<file path="config.mk">
export PLATFORM = sky130hd
export DESIGN_NAME = core_step_ctrl
export DESIGN_NICKNAME = d
export VERILOG_FILES = /design/src/rtl/core_step_ctrl.sv
export SDC_FILE = /design/constraint.sdc
export NUM_CORES = 1
export LEC_CHECK = 0
export BUFFER_PORTS_ARGS = -buffer_cell sky130_fd_sc_hd__buf_2
export CAP_MARGIN = 20
export CORE_MARGIN = 2
export CORE_UTILIZATION = 60
export CTS_BUF_LIST = sky130_fd_sc_hd__clkbuf_4
export CTS_CLUSTER_SIZE = 28
export DETAILED_ROUTE_END_ITERATION = 8
export HOLD_SLACK_MARGIN = 0.02
export PLACE_DENSITY = 0.86
export SLEW_MARGIN = 20
export SYNTH_ARGS = -nofsm -noshare
export SYNTH_HDL_FRONTEND = slang
export SYNTH_SLANG_ARGS = --single-unit
</file>
<file path="constraint.sdc">
create_clock -name clk -period 5.1 [get_ports clk]
set_input_delay 1.02 -clock clk [delete_from_list [all_inputs] [get_ports clk]]
set_output_delay 1.02 -clock clk [all_outputs]
set_load 0.02 [all_outputs]
</file>
<file path="src/rtl/core_step_ctrl.sv">
// Core clock-enable generator: free-running divided enable in RUN mode, one enable per
// debounced button press in STEP mode.
module core_step_ctrl #(
   parameter int unsigned DEBOUNCE_CYCLES = 16,
   parameter int unsigned RUN_DIV         = 2,
   parameter int unsigned CNT_W           = 16
) (
   input  logic             clk,
   input  logic             rst,
   input  logic             btn_step,
   input  logic             sw_run,
   output logic             core_en,
   output logic [CNT_W-1:0] step_count,
   output logic             btn_db,
   output logic             run_mode
);

   localparam int unsigned DbW  = $clog2(DEBOUNCE_CYCLES);
   localparam int unsigned DivW = (RUN_DIV > 1) ? $clog2(RUN_DIV) : 1;

   typedef enum logic [1:0] {StStepWait, StStepHold, StRun} state_e;

   logic [1:0]       btn_sync_q, sw_sync_q;
   logic             btn_s, sw_s;
   logic [DbW-1:0]   db_cnt_q, db_cnt_d;
   logic             btn_db_q, btn_db_d;
   state_e           state_q, state_d;
   logic [DivW-1:0]  div_q, div_d;
   logic             core_en_q, core_en_d;
   logic [CNT_W-1:0] count_q, count_d;
   logic             run_mode_q;

   assign btn_s = btn_sync_q[1];
   assign sw_s  = sw_sync_q[1];

   // Any sample matching the current debounced level restarts the hold count.
   always_comb begin
      db_cnt_d = '0;
      btn_db_d = btn_db_q;
      if (btn_s != btn_db_q) begin
         if (db_cnt_q == DbW'(DEBOUNCE_CYCLES - 1)) begin
            btn_db_d = btn_s;
         end else begin
            db_cnt_d = db_cnt_q + 1'b1;
         end
      end
   end

   // Mode switch outranks the button; the divider only runs while staying in RUN.
   always_comb begin
      state_d   = state_q;
      div_d     = '0;
      core_en_d = 1'b0;
      case (state_q)
         StStepWait: begin
            if (sw_s) begin
               state_d = StRun;
            end else if (btn_db_q) begin
               state_d   = StStepHold;
               core_en_d = 1'b1;
            end
         end
         StStepHold: begin
            if (sw_s) begin
               state_d = StRun;
            end else if (!btn_db_q) begin
               state_d = StStepWait;
            end
         end
         StRun: begin
            if (!sw_s) begin
               state_d = btn_db_q ? StStepHold : StStepWait;
            end else if (div_q == DivW'(RUN_DIV - 1)) begin
               core_en_d = 1'b1;
            end else begin
               div_d = div_q + 1'b1;
            end
         end
         default: state_d = StStepWait;
      endcase
   end

   assign count_d = count_q + CNT_W'(core_en_d);

   always_ff @(posedge clk or negedge rst) begin
      if (!rst) begin
         btn_sync_q <= '0;
         sw_sync_q  <= '0;
         db_cnt_q   <= '0;
         btn_db_q   <= 1'b0;
         state_q    <= StStepWait;
         div_q      <= '0;
         core_en_q  <= 1'b0;
         count_q    <= '0;
         run_mode_q <= 1'b0;
      end else begin
         btn_sync_q <= {btn_sync_q[0], btn_step};
         sw_sync_q  <= {sw_sync_q[0], sw_run};
         db_cnt_q   <= db_cnt_d;
         btn_db_q   <= btn_db_d;
         state_q    <= state_d;
         div_q      <= div_d;
         core_en_q  <= core_en_d;
         count_q    <= count_d;
         run_mode_q <= (state_d == StRun);
      end
   end

   assign core_en    = core_en_q;
   assign step_count = count_q;
   assign btn_db     = btn_db_q;
   assign run_mode   = run_mode_q;

endmodule
</file>
== After elaboration in Yosys (flattened, before gate mapping) ==
Cells that the tools add are included.

* $add $sub $neg: 3
* Equal/unequal tests: 5
* Multiplexer cells: 17
* Reduce and logical (&&, ||, !) cells: 2

{| class="wikitable"
|+ Operators with widths
! kind !! count
|-
| $add A16 B1 Y16 || 1
|-
| $mux W2 || 5
|-
| $mux W1 || 8
|-
| $mux W4 || 2
|-
| $pmux W2 S3 || 1
|-
| $add A4 B1 Y4 const B || 1
|-
| $eq A2 B2 Y1 const B || 2
|-
| $eq A4 B4 Y1 const B || 1
|-
| $eq A2 B1 Y1 const B || 1
|-
| $logic_not A2 Y1 || 1
|-
| $pmux W1 S2 || 1
|-
| $reduce_and A2 Y1 || 1
|-
| $add A1 B1 Y1 const B || 1
|-
| $ne A1 B1 Y1 || 1
|}

* Bits in registers: 30
* Input bits: 4
* Output and inout port bits: 19
* Word-level logic and storage cells: 36

== Depth between registers and ports, before layout ==
Gate-level depths: netlist of run 1.

* Depth after elaboration: 4
* Mapped depth: 9

== Least setup slack after synthesis of run 1 ==
OpenSTA, ideal clock, no wires.

* Path type: register -> register
* From: reg btn_db_q (netlist: btn_db)
* To: reg count_q[10] (netlist: step_count[10])
* Arrival time: 1.863 ns
* Data required time: 5.020 ns
* Slack: 3.157 ns
* Stages on the path, launching flop included: 10
* Period minus slack after synthesis: 1.943 ns
* Cells stage by stage: dfrtp_1 > nand2b_1 > o21a_1 > nor2_1 > ha_1 > ha_1 > nand2_1 > nor3_2 > and3_1 > xor2_1

* Cells in the longest elaborated chain, start to end: 4

{| class="wikitable"
|+ RTL lines
! what !! RTL line !! RTL
|-
| from (decl) || 26 || <nowiki>logic btn_db_q, btn_db_d;</nowiki>
|-
| from (signal assigned) || 100 || <nowiki>btn_db_q <= btn_db_d;</nowiki>
|-
| $mux W1 || 58 || <nowiki>end else if (btn_db_q) begin</nowiki>
|-
| $mux W1 || 56 || <nowiki>if (sw_s) begin</nowiki>
|-
| $pmux W1 S2 || 54 || <nowiki>case (state_q)</nowiki>
|-
| via core_en_d || 29 || <nowiki>logic core_en_q, core_en_d;</nowiki>
|-
| $add A16 B1 Y16 || 83 || <nowiki>assign count_d = count_q + CNT_W'(core_en_d);</nowiki>
|-
| via count_d[10] || 30 || <nowiki>logic [CNT_W-1:0] count_q, count_d;</nowiki>
|-
| to (signal assigned) || 104 || <nowiki>count_q <= count_d;</nowiki>
|-
| to (decl) || 30 ||
|}

The timed path passes the listed nets, and every way through them passes these cells.
A chain may end at the register's enable or synchronous reset.

== Worst setup path after layout of run 1 ==
* From: reg sw_sync_q[1]
* To: reg count_q[10] (netlist: step_count[10])

* Cells in the longest elaborated chain, start to end: 3

{| class="wikitable"
|+ RTL lines
! what !! RTL line !! RTL
|-
| from (decl) || 23 || <nowiki>logic [1:0] btn_sync_q, sw_sync_q;</nowiki>
|-
| from (signal assigned) || 98 || <nowiki>sw_sync_q <= {sw_sync_q[0], sw_run};</nowiki>
|-
| $mux W1 (on tied branches) || 71, 56 ||
|-
| $pmux W1 S2 (*) || 54 ||
|-
| via core_en_d || 29 ||
|-
| $add A16 B1 Y16 (*) || 83 ||
|-
| via count_d[10] || 30 ||
|}

Mark *: on every way through the listed nets, which the timed path passes. The rest lies on a longest branch.

==> results of run 1 <==
-- per-layer routing --
| layer | part of all wire, % | wire (um) | vias up | global-route usage, % |
|---|---|---|---|---|
| met5 | 0 | 0 | - | 0 |
| met4 | 3.2 | 59 | 0 | 11.4 |
| met3 | 4.9 | 92 | 7 | 5.86 |
| met2 | 48 | 890 | 21 | 30.6 |
| met1 | 44 | 822 | 360 | 22.2 |
| li1 | - | - | 379 | - |
-- cells in the final DEF, fill, tap and decap left out --
cell type	Yosys	layout
bufinv_16	0	1
xor2_1	8	8
nand4_1	1	1
nand4b_1	1	1
and3_1	1	1
clkbuf_4	0	5
nand2b_1	1	1
nor3b_1	1	1
nor3_2	2	2
nand3_1	9	9
xnor2_1	8	8
mux2_2	1	1
nor2b_1	1	1
ha_1	4	4
a21oi_1	3	3
nand3_2	1	1
nand2_1	7	7
inv_1	1	1
dfrtp_1	30	30
o21ai_0	1	1
a21boi_0	2	2
buf_2	0	22
and4_1	2	2
clkinv_2	0	2
nor3_1	2	2
o21a_1	1	1
nor2_1	6	6
-- cells by family after synthesis --
family | Yosys count | share of synthesized area, %
buffers and inverters | 1 | 0.315
flip-flops | 30 | 63.0
multiplexers | 1 | 0.945
AND/OR/NAND/NOR | 35 | 16.2
XOR/XNOR | 16 | 11.8
AO/OA/AOI/OAI | 7 | 3.57
adder cells (fa/ha/maj) | 4 | 4.20
-- layout make-up --
class	instances	area, sq um	share of cell area, %
clock buffer	5	37.5	2.66
timing repair buffer	22	110	7.79
multi-input combinational	63	437	30.9
inverter	1	3.75	0.266
clock inverter	3	40.0	2.83
tap	27	33.8	2.39
sequential	30	751	53.1
-- stage by stage --
stage | utilization (%) | std cells | hold WS, ps
final | 73.5 | 151 | 354
after global routing | 73.5 | 151 | 361
after CTS | 73.5 | 151 | 357
after detailed placement | 69.5 | 143 | 338
after global placement | 69.5 | 143 | 334
after floorplan | - | 94 | 331
-- cells in the mapped netlist, types with 2 or more instances --
cell type | count | area, sq um
nand2_1 | 7 | 26.3
xnor2_1 | 8 | 70.1
nand3_1 | 9 | 45.0
nor3_2 | 2 | 20.0
a21boi_0 | 2 | 15.0
dfrtp_1 | 30 | 751
a21oi_1 | 3 | 15.0
and4_1 | 2 | 17.5
nor2_1 | 6 | 22.5
ha_1 | 4 | 50.1
nor3_1 | 2 | 10.0
xor2_1 | 8 | 70.1
-- flip-flops by register name, summed over array words and instances, names as in the netlist --
name and cells:
core_en 1, step_count 16, state_q 2, btn_db 1, sw_sync_q 2, db_cnt_q 4, btn_sync_q 2, run_mode 1
div_q 1
-- power by group --
group          total, mW  switching, mW  internal, mW
sequential         0.274         0.0192         0.255
clock              0.178         0.0763         0.101
combinational     0.0500         0.0321        0.0179
total              0.502          0.128         0.375
-- final timing paths --
path / from / endpoint / slack [ps] / cells past startpoint
setup / recovery: sw_sync_q[1]$_DFF_PN0_ / step_count[10]$_DFF_PN0_ / 2950 / 9
hold / removal: btn_sync_q[0]$_DFF_PN0_ / btn_sync_q[1]$_DFF_PN0_ / 350 / 0
setup reg to reg: sw_sync_q[1]$_DFF_PN0_ / step_count[10]$_DFF_PN0_ / 2950 / 9
hold reg to reg: btn_sync_q[0]$_DFF_PN0_ / btn_sync_q[1]$_DFF_PN0_ / 350 / 0
max in group asynchronous: rst / btn_db$_DFFE_PN0P_ / 3980 / 1
min in group asynchronous: rst / step_count[11]$_DFF_PN0_ / 710 / 1
-- worst reg2reg max path: cells and delay by family, from the launching register on --
kind | cells | cell delay, ps
compound gates | 1 | 170
xor+xnor | 1 | 160
fa+ha+maj | 2 | 430
flops | 1 | 420
simple gates | 5 | 910
==> run_results.csv, run 1 <==
group,metric,value,unit
clocking,clk_latency,310,ps
synthesis,synth_edf_count,0,
synthesis,yosys.cell_types.count,23,
synthesis,netlist_area,0.00119,sq mm
sta,drv_slew,0,
outcome,outcome,"completed",
clocking,hold_buffers,0,
floorplan,start_util,62.0,%
place,pre_cts_ws,2950,ps
finish,drive_above_1_share,27.4,%
floorplan,die_w,48.6,um
clocking,post-cts-setup-buffers,0,
drt,routed_wl,1870,um
global_routing,track_usage,18.9,%
global_routing,antenna_found_initial,0,
power_and_ir_drop,p_total,502,uW
floorplan,num_rows,16,
critical_path,endpoint_kind,"register",
sta,rsz0062_at_grt,"false",
floorplan,die_h,48.6,um
critical_path,path_buf_inv,0,
synthesis,synth.yosys.seq_area_share,63.0,%
place,dp_hpwl,1390,um
hold_path,worstHoldPathType,"reg2reg",
critical_path,critPathKind,"reg2reg",
critical_path,required,5340,ps
power_and_ir_drop,powerDensity,356,mW/mm^2
drt,dr.pass1.iters,2,
floorplan,dieArea,0.00236,sq mm
clocking,cts_resized,0,
synthesis,async_flop_share,100,%
clocking,numCtsBuffers,5,
sta,max-slew-margin-rel,58.6,%
finish,nets,131,
synthesis,ys_warn_count,0,
finish,area_growth,18.6,%
critical_path,cp_common_cell,"ha_1",
sta,worst_slew_pin_slew,621,ps
critical_path,crit_family,"simple AND/OR/NAND/NOR gates",
global_routing,grt_pass1_wl,3230,um
global_routing,grt_pass1_vias,716,
finish,n_fill_cell,139,
floorplan,io_pins,23,
clocking,clockBufferDepth,2,
power_and_ir_drop,ir_drop,0.335,mV
clocking,cts_tree,"built",
floorplan,core-area,0.00192,sq mm
place,portBuffers,22,
sta,setup_tns,0,ps
sta,fin_skew,11.4,ps
place,finalWeightedCongestion,0.782,
sta,finalHoldViolations,0,
critical_path,worst-path-max-fanout,5,
sta,fin_ws,2950,ps
global_routing,grt_max_degree,31,
drt,wl_per_cell,12.4,um
drt,drc,0,
clocking,h-tree-depth,2,
critical_path,cpMaxStageDelayCell,"dfrtp_1",
sta,max_freq,466,MHz
critical_path,crit_path_start_kind,"register",
power_and_ir_drop,p_leak,0.734,nW
clocking,root_buffer,"clkbuf_4",
critical_path,slowest_delay,420,ps
critical_path,critPathArrivalTime,2390,ps
drt,vias_per_cell,5.08,
sta,finalCritPeriodShare,42.1,%
synthesis,ys_ff_latch,30,
synthesis,synth_area_per_cell,12.7,sq um
clocking,path_clk_slew,90,ps
global_routing,grt_overflow,0,
synthesis,synth_cells,94,
drt,drtIter0Drc,9,
critical_path,path_cells,"nand2b_1, o21a_1, nor2_1, ha_1, ha_1, nand2_1, nor3_2, and3_1, xor2_1",
sta,setup_violations,0,
finish,stdcell_area,0.00141,sq mm
synthesis,synthFlopType,"dfrtp_1",
synthesis,syn_nets,102,
finish,antenna_cells,0,
clocking,cts_num_sinks,30,
place,place_area,0.00134,sq mm
drt,num_vias,767,
job,maxCapViolCount,0,
sta,fin_crit,2150,ps
drt,antenna_left,0,
Note: power is estimated with default switching activity, not from simulation.
==> inputs of run 2 (changes only) <==
Settings changed: ABC_AREA from default to 1, CORE_ASPECT_RATIO from default to 1.75, CORE_UTILIZATION 60 to 51, PLACE_DENSITY 0.86 to 0.77.
Clock period 5.1 ns to 1.72 ns, I/O delays scaled along.
==> run_results.csv, run 2 <==
group,metric,value,unit
synthesis,yosys.cell_types.count,23,
clocking,cts_tree,"built",
synthesis,syn_nets,136,
place,finalWeightedCongestion,0.908,
critical_path,r2r_end,"step_count[10]$_DFF_PN0_",
drt,dr.pass1.iters,4,
sta,fin_ws,36.0,ps
synthesis,ys_ff_latch,30,
synthesis,synth_top_area_share,58.3,%
power_and_ir_drop,ir_drop,0.619,mV
finish,drive_above_1_share,31.7,%
synthesis,synthFlopType,"dfrtp_1",
sta,finalHoldViolations,0,
clocking,hold_buffers,0,
place,dp.cells,181,
synthesis,synth_top_area_cell,"dfrtp_1",
finish,stdcell_count,187,
global_routing,antenna_found_initial,0,
place,pre_cts_ws,-33.7,ps
drt,wl_per_cell,13.6,um
critical_path,cpMaxStageDelayCell,"dfrtp_2",
sta,setup_violations,0,
clocking,path_clk_slew,90,ps
clocking,clockBufferDepth,2,
critical_path,crit_path_start_kind,"register",
critical_path,reg2reg_from,"state_q[1]$_DFF_PN0_",
drt,drc,0,
floorplan,start_util,53.0,%
outcome,outcome,"completed",
synthesis,yosys-top-cells-count,"dfrtp_1 (30), nand2_1 (28), inv_1 (11), nor2_1 (11), xor2_1 (7)",
job,maxCapViolCount,0,
synthesis,netlist_area,0.00129,sq mm
critical_path,r2r_cells,7,
finish,stdcell_area,0.00156,sq mm
synthesis,ys_top_cells_by_area,"dfrtp_1 (58%), nand2_1 (8.2%), xor2_1 (4.8%), ha_1 (3.9%), inv_1 (3.2%)",
floorplan,die_w,42,um
power_and_ir_drop,p_leak,0.754,nW
sta,finalCritPeriodShare,97.9,%
sta,max_freq,594,MHz
floorplan,io_pins,23,
clocking,cts_num_sinks,30,
floorplan,die_h,70.5,um
power_and_ir_drop,p_total,1.37,mW
drt,vias_per_cell,5.24,
sta,max-slew-margin-rel,55.7,%
finish,mostFrequentLayoutCells,"dfrtp_1 (28), nand2_1 (27), buf_2 (22), nor2_1 (11), inv_1 (10)",
finish,antenna_cells,0,
critical_path,path_cells,"o31ai_4, ha_2, ha_4, nand3_4, nor2_4, nand2_2, xor2_1",
finish,layout_commonest_cell,"dfrtp_1",
global_routing,grt_pass1_vias,1026,
sta,whs,38.0,ps
finish,nets,170,
synthesis,synth_area_per_cell,10.1,sq um
drt,routed_wl,2550,um
clocking,numCtsBuffers,5,
place,place_area,0.00151,sq mm
finish,finalCoreUtilization,64.0,%
critical_path,required,1950,ps
sta,fin_skew,12.7,ps
synthesis,synth.yosys.seq_area_share,58.3,%
critical_path,crit_family,"flip-flops",
critical_path,critPathArrivalTime,1910,ps
finish,largest_reg_flops,16,
drt,antenna_left,0,
hold_path,worstHoldPathType,"in2async",
synthesis,ys_warn_count,0,
sta,rsz0062_at_grt,"true",
place,portBuffers,22,
drt,num_vias,980,
global_routing,grt_overflow,0,
sta,setup_tns,0,ps
synthesis,synth_cells,128,
global_routing,track_usage,19.9,%
floorplan,core-area,0.00243,sq mm
finish,n_fill_cell,200,
sta,drv_slew,0,
sta,worst_slew_pin_slew,664,ps
critical_path,rrSetupSlack,40,ps
clocking,h-tree-depth,2,
clocking,clk_latency,330,ps
clocking,root_buffer,"clkbuf_4",
place,dp_hpwl,1980,um
synthesis,synth_most_common_cell,"dfrtp_1",
global_routing,grt_max_degree,31,
critical_path,slowest_delay,450,ps
critical_path,critPathKind,"reg2reg",
power_and_ir_drop,powerDensity,879,mW/mm^2
synthesis,async_flop_share,100,%
drt,drtIter0Drc,16,
floorplan,num_rows,24,
critical_path,worst-path-max-fanout,4,
sta,fin_crit,1680,ps
critical_path,path_buf_inv,0,
finish,area_growth,20.8,%
clocking,post-cts-setup-buffers,0,
critical_path,endpoint_kind,"register",
synthesis,synth_edf_count,0,
floorplan,dieArea,0.00296,sq mm
global_routing,grt_pass1_wl,4300,um
## run 2: timing repair
action,4_1_cts,5_1_grt
endpoints found under the hold margin,0,0
setup endpoints to repair,3,6
cloned,0,0
pin swaps,2,3
resized for setup,1,2
## run 2: how the worst max path moves through the flow
| stage | slack (ps) | endpoint | startpoint | cells past startpoint |
|---|---|---|---|---|
| CTS | 10 | step_count[14]$_DFF_PN0_ | sw_sync_q[1]$_DFF_PN0_ | 10 |
| global placement | 40 | step_count[10]$_DFF_PN0_ | sw_sync_q[1]$_DFF_PN0_ | 9 |
| detailed placement | -30 | step_count[10]$_DFF_PN0_ | sw_sync_q[1]$_DFF_PN0_ | 9 |
| finish | 40 | step_count[10]$_DFF_PN0_ | state_q[1]$_DFF_PN0_ | 7 |
| global route | -70 | step_count[10]$_DFF_PN0_ | state_q[0]$_DFF_PN0_ | 9 |
| floorplan | 2 | step_count[10]$_DFF_PN0_ | sw_sync_q[1]$_DFF_PN0_ | 9 |
## run 2: cells by family (layout without fill, tap and decap cells)
family | after synthesis | after routing | synth area share (%)
DFF | 30 | 30 | 58.3
adders and majority gates | 4 | 4 | 3.88
AOI/OAI and AO/OA | 6 | 6 | 2.52
and+or+nand+nor | 64 | 64 | 24.1
xor gates and xnor gates | 11 | 11 | 7.48
buffers and inverters | 13 | 46 | 3.79
## run 2: report_power, final
group / switching [mW] / internal [mW] / leakage, nW
Sequential: 0.0713 / 0.757 / 0.394
Combinational: 0.114 / 0.0651 / 0.336
Clock: 0.222 / 0.139 / 0.0246
## run 2: per-layer routing
layer  track usage, %  up-vias  share of wire [%]
li1                 -      468                  -
met1             17.9      472                 34
met2             35.4       28                 57
met3             6.98       12                4.5
met4             13.6        0                4.4
met5                0        -                  0
## run 2: cell type report
cell class / count / area [sq um] / share of cell area, %
Clock buffer: 5 / 37.5 / 2.41
Multi-Input combinational cell: 85 / 533 / 34.2
Timing Repair Buffer: 27 / 148 / 9.49
Sequential cell: 30 / 753 / 48.4
Inverter: 13 / 48.8 / 3.14
Clock inverter: 1 / 3.75 / 0.241
Tap cell: 26 / 32.5 / 2.09
